===== src/rtl/gray_timer_arbiter.sv =====
// Round-robin arbiter that lends one Gray-coded window timer to NREQ requesters.
// The winner owns the timer for its programmed length, then done/aborted pulses once.
module gray_timer_arbiter #(
   parameter int unsigned NREQ  = 4,
   parameter int unsigned CBITS = 11
) (
   input  logic                    clk,
   input  logic                    rst,
   input  logic [NREQ-1:0]         req,
   input  logic [NREQ*CBITS-1:0]   len,
   output logic [NREQ-1:0]         grant,
   output logic [CBITS-1:0]        gray_cnt,
   output logic                    busy,
   output logic [NREQ-1:0]         done,
   output logic [NREQ-1:0]         aborted
);

   localparam int unsigned IW = (NREQ > 1) ? $clog2(NREQ) : 1;

   typedef enum logic [1:0] {IDLE, RUN, DONE} state_t;

   state_t            state, state_d;
   logic [CBITS-1:0]  cnt, cnt_d;
   logic [CBITS-1:0]  len_q, len_q_d;
   logic [CBITS-1:0]  term;
   logic [IW-1:0]     owner, owner_d;
   logic [IW-1:0]     last, last_d;
   logic [NREQ-1:0]   grant_d, done_d, aborted_d;
   logic              busy_d;
   logic [IW-1:0]     winner;
   logic [CBITS-1:0]  len_sel;
   logic              found;
   int unsigned       pos;

   function automatic logic [NREQ-1:0] onehot(input logic [IW-1:0] i);
      onehot = NREQ'(1) << i;
   endfunction

   // len_q of zero wraps to all ones, giving a full 2^CBITS window
   assign term     = len_q - CBITS'(1);
   assign gray_cnt = cnt ^ (cnt >> 1);

   // Round-robin search starting just after the previous owner
   always_comb begin
      found   = 1'b0;
      winner  = '0;
      pos     = 0;
      len_sel = '0;
      for (int unsigned k = 1; k <= NREQ; k++) begin
         pos = (32'(last) + k) % NREQ;
         if (!found && req[IW'(pos)]) begin
            found  = 1'b1;
            winner = IW'(pos);
         end
      end
      for (int unsigned i = 0; i < NREQ; i++) begin
         if (winner == IW'(i)) len_sel = len[i*CBITS +: CBITS];
      end
   end

   // State register
   always_ff @(posedge clk or posedge rst) begin
      if (rst) state <= IDLE;
      else     state <= state_d;
   end

   // Next-state logic
   always_comb begin
      state_d = state;
      case (state)
         IDLE:    if (found) state_d = RUN;
         RUN:     if (!req[owner] || cnt == term) state_d = DONE;
         DONE:    state_d = IDLE;
         default: state_d = IDLE;
      endcase
   end

   // Next values of the registered outputs and datapath
   always_comb begin
      grant_d   = grant;
      cnt_d     = cnt;
      len_q_d   = len_q;
      owner_d   = owner;
      last_d    = last;
      done_d    = '0;
      aborted_d = '0;
      busy_d    = (state_d != IDLE);
      case (state)
         IDLE: begin
            if (found) begin
               grant_d = onehot(winner);
               owner_d = winner;
               cnt_d   = '0;
               len_q_d = len_sel;
            end
         end
         RUN: begin
            if (!req[owner]) begin
               aborted_d = onehot(owner);
               grant_d   = '0;
               cnt_d     = '0;
            end else if (cnt == term) begin
               done_d  = onehot(owner);
               grant_d = '0;
               cnt_d   = '0;
            end else begin
               cnt_d = cnt + CBITS'(1);
            end
         end
         DONE: begin
            grant_d = '0;
            last_d  = owner;
         end
         default: begin
            grant_d = '0;
            cnt_d   = '0;
         end
      endcase
   end

   always_ff @(posedge clk or posedge rst) begin
      if (rst) begin
         grant   <= '0;
         done    <= '0;
         aborted <= '0;
         busy    <= 1'b0;
         cnt     <= '0;
         len_q   <= '0;
         owner   <= '0;
         last    <= IW'(NREQ - 1);
      end else begin
         grant   <= grant_d;
         done    <= done_d;
         aborted <= aborted_d;
         busy    <= busy_d;
         cnt     <= cnt_d;
         len_q   <= len_q_d;
         owner   <= owner_d;
         last    <= last_d;
      end
   end

endmodule


===== config.mk =====
export PLATFORM = sky130hd
export DESIGN_NAME = gray_timer_arbiter
export DESIGN_NICKNAME = d
export VERILOG_FILES = /design/src/rtl/gray_timer_arbiter.sv
export SDC_FILE = /design/constraint.sdc
export NUM_CORES = 1
export LEC_CHECK = 0
export ABC_AREA = 1
export CAP_MARGIN = 25
export CELL_PAD_IN_SITES_DETAIL_PLACEMENT = 2
export CELL_PAD_IN_SITES_GLOBAL_PLACEMENT = 2
export CORE_MARGIN = 2
export CORE_UTILIZATION = 24
export DETAILED_ROUTE_END_ITERATION = 10
export PLACE_DENSITY_LB_ADDON = 0.1
export SETUP_SLACK_MARGIN = 0.02
export SYNTH_ARGS = -nofsm -noshare
export SYNTH_HDL_FRONTEND = slang
export SYNTH_SLANG_ARGS = --single-unit

===== constraint.sdc =====
create_clock -name clk -period 1.8 [get_ports clk]
set_clock_uncertainty 0.1 [all_clocks]
set_input_delay 0.36 -clock clk [delete_from_list [all_inputs] [get_ports clk]]
set_output_delay 0.36 -clock clk [all_outputs]
set_load 0.005 [all_outputs]

==> impl_metrics.tcl <==
set metrics [dict create \
    ys_async_sr_fraction 1.00 \
    drt_iter0_drc 112 \
    critPathLaunchType "flop" \
    cts_root_buffer "clkbuf_16" \
    boundaryPins 74 \
    fin_hold_ws_ns 0.325 \
    die_y_um 117 \
    hold_viol 0 \
    worstPathRequired_ns 1.89 \
    synth_xor_xnor_area_share 0.0314 \
    gp_congestion 0.795 \
    worstPathArrival_ns 2.25 \
    synth_edf_count 0 \
    syn_nets 519 \
    rsz0062_at_grt "true" \
    pre_cts_ws_ns -0.720 \
    period_share 1.20 \
    muxShareOfSynthArea 0 \
    setup_viol 35 \
    violations "setup timing" \
    die_w_um 117 \
    synth-main-ff-cell "dfrtp_1" \
    timing.final.ws_setup_ns -0.364 \
    rows 41 \
    ant_nets 0 \
    crit_path_max_incr_delay_ns 0.59 \
    clk_latency_ns 0.30 \
    total_power_mw 10.7 \
    ys.warnings.count 0 \
    first_pass_iters 4 \
    viasPerCell 4.70 \
    critPathKind "flop to flop" \
    synthSimpleGateAreaFrac 0.443 \
    crit_top_cell "nand2_1" \
    slew_headroom 0.555 \
    synthAdderAreaFrac 0.0407 \
    dieArea_um2 13700 \
    ys_top_cells_by_area "dfrtp_1 (32%), nand2_1 (19%), nand3_1 (7.3%)" \
    clkSlewWorstSetupHoldPaths_ns 0.07 \
    critPathLaunch "last[0]$_DFFE_PP1N_" \
    synth_top_area_cell "dfrtp_1" \
    grt_overflow 0 \
    grt_max_degree 42 \
    critPathMaxFanout 7 \
    crit_family "simple AND/OR/NAND/NOR gates" \
    grt_pass1_wl_mm 20.8 \
    syn_area_um2 3070 \
    critical_path_buf_inv_count 4 \
    synth_compound_area_frac 0.0623 \
    worst_slew_pin_slew_ns 0.664 \
    syn2layout_area_growth_pct 78.4 \
    num_vias 3739 \
    path_cells "buf_6, nand2_2, nand2_2, nand2_1, nand2_1, inv_1, nand3_4, nand3_4, inv_4, nand2_8, o21ai_2, inv_1, nand2_1, nand2_1" \
    cts_tree "built" \
    syn_inst 459 \
    first_global_vias 4077 \
    ys_seq_area_frac 0.335 \
    core_area_um2 12600 \
    p_leak_nw 2.69 \
    finish.net_count 683 \
    antenna_found_initial 0 \
    crit_path_end_kind "flop" \
    synth_cell_types 32 \
    synth_commonest_cells "nand2_1 (158), nor2_1 (54), nand3_1 (45)" \
    peakVddDrop_v 0.000711 \
    synth_top_family_by_area "simple AND/OR/NAND/NOR gates" \
    start_util 0.244 \
    post-synth-top-count-cell "nand2_1" \
    syn-mean-instance-area_um2 6.69 \
    wl_per_cell_um 18.2 \
    outcome "finished, violations left" \
    final_core_util 0.436 \
    drive_gt1_frac 0.393 \
    r2r-start "last[0]$_DFFE_PP1N_" \
    finalMaxSlewViolations 0 \
    cts_buffers 5 \
    timing.fmax_mhz 462 \
    cp_slowest_cell "dfstp_2" \
    clock_sinks 41 \
    timing.setup.tns_ns -10.84 \
    post-route-min-period_ns 2.16 \
    htree_levels 2 \
    n_antenna_cell 0 \
    dp_hpwl_mm 9.10 \
    post-route-drc-count 0 \
    power_density_nw_per_um2 1940 \
    holdCritPathClass "primary input to asynchronous set/reset pin" \
    grt_usage 0.194 \
    yosysTopAreaCellShare 0.318 \
    portBuffers 73 \
    timing.max_cap.violations 0 \
    ys_ff_latch 41 \
    cts_buffer_depth 2 \
    finalWirelength_mm 14.5 \
]
==> per-stage QoR <==
stage	std cells	instance area [um^2]
after global placement	748	4440
after CTS	783	5120
after floorplan	459	3140
final	796	5480
after detailed placement	748	4440
after global routing	796	5480
==> tightest hold or removal path: cells and delay by family <==
kind,cells,cell delay [ns]
buffers and inverters,3,0.74
==> power by group <==
group / switching (mW) / internal (mW) / total, mW
logic: 4.70 / 3.42 / 8.12
clock network: 0.416 / 0.657 / 1.07
registers: 0.246 / 1.21 / 1.46
==> cells in the final DEF (no fill, tap or decap), types with 3 or more instances in the layout <==
cell type and count:
dfrtp_1 32, ha_1 9, nand3_1 30, inv_2 6, xnor2_1 3, nand2_4 16, buf_2 3, nor2_4 8
clkbuf_16 6, a21oi_2 8, inv_4 4, o21ai_0 11, nand2_1 120, nor2_2 8, nand3_2 14, buf_4 75
xor2_1 3, clkbuf_2 3, nand3_4 7, buf_6 10, o21ai_1 5, buf_12 4, inv_1 36, nand4_1 16
nand2_8 4, nand2_2 33, o21ai_2 6, dlygate4sd2_1 3, clkdlybuf4s50_1 61, dfrtp_2 7, nor2_1 42, xor2_2 5
==> state kept, by name, indices dropped and copies added, names as in the netlist <==
register / flops
cnt: 11
grant: 4
aborted: 4
owner: 2
last: 2
state: 2
busy: 1
len_q: 11
done: 4
==> worst paths after layout <==
path | slack (ns) | cells past startpoint | endpoint
min reg2reg | 0.38 | 2 | grant[1]$_DFFE_PP0P_
min in group clk | 0.38 | 2 | grant[1]$_DFFE_PP0P_
max in group asynchronous | 1.00 | 3 | last[1]$_DFFE_PP1N_
min | 0.32 | 3 | owner[1]$_DFFE_PP0P_
max reg2reg | -0.36 | 14 | len_q[8]$_DFFE_PP0P_
max | -0.36 | 14 | len_q[8]$_DFFE_PP0P_
==> timing repair <==
item                                    4_1_cts  5_1_grt
gates resized for setup                     103       75
endpoints found under the setup margin       46       40
buffers inserted                             23       11
pin swaps                                    30       38
hold buffers                                  0        0
cloned                                        4        2
==> metal layers <==
metal  global-route usage  up-vias  wire length, um
met3               0.0216       22              393
li1                     -     1798                -
met2                0.359       82             7770
met1                0.244     1837             6010
met4               0.0376        0              326
met5                    0        -                0
==> layout make-up <==
cell class,instances,area (um^2)
repair buffers,165,1530
flip-flops and latches,41,1040
inverters,48,199
fillers,1401,7090
well taps,172,215
clock inverters,3,46.3
clock buffers,5,125
repair inverters,1,8.76
multi-input cells,361,2330
==> kinds of logic (layout without fill, tap and decap cells) <==
kind of cell,Yosys count,after routing
DFF,41,41
xor gates and xnor gates,11,11
AOI/OAI and AO/OA,35,35
and+or+nand+nor,302,305
buffers and inverters,60,222
adders and majority gates,10,10
Power figures use the tool's default switching activity.
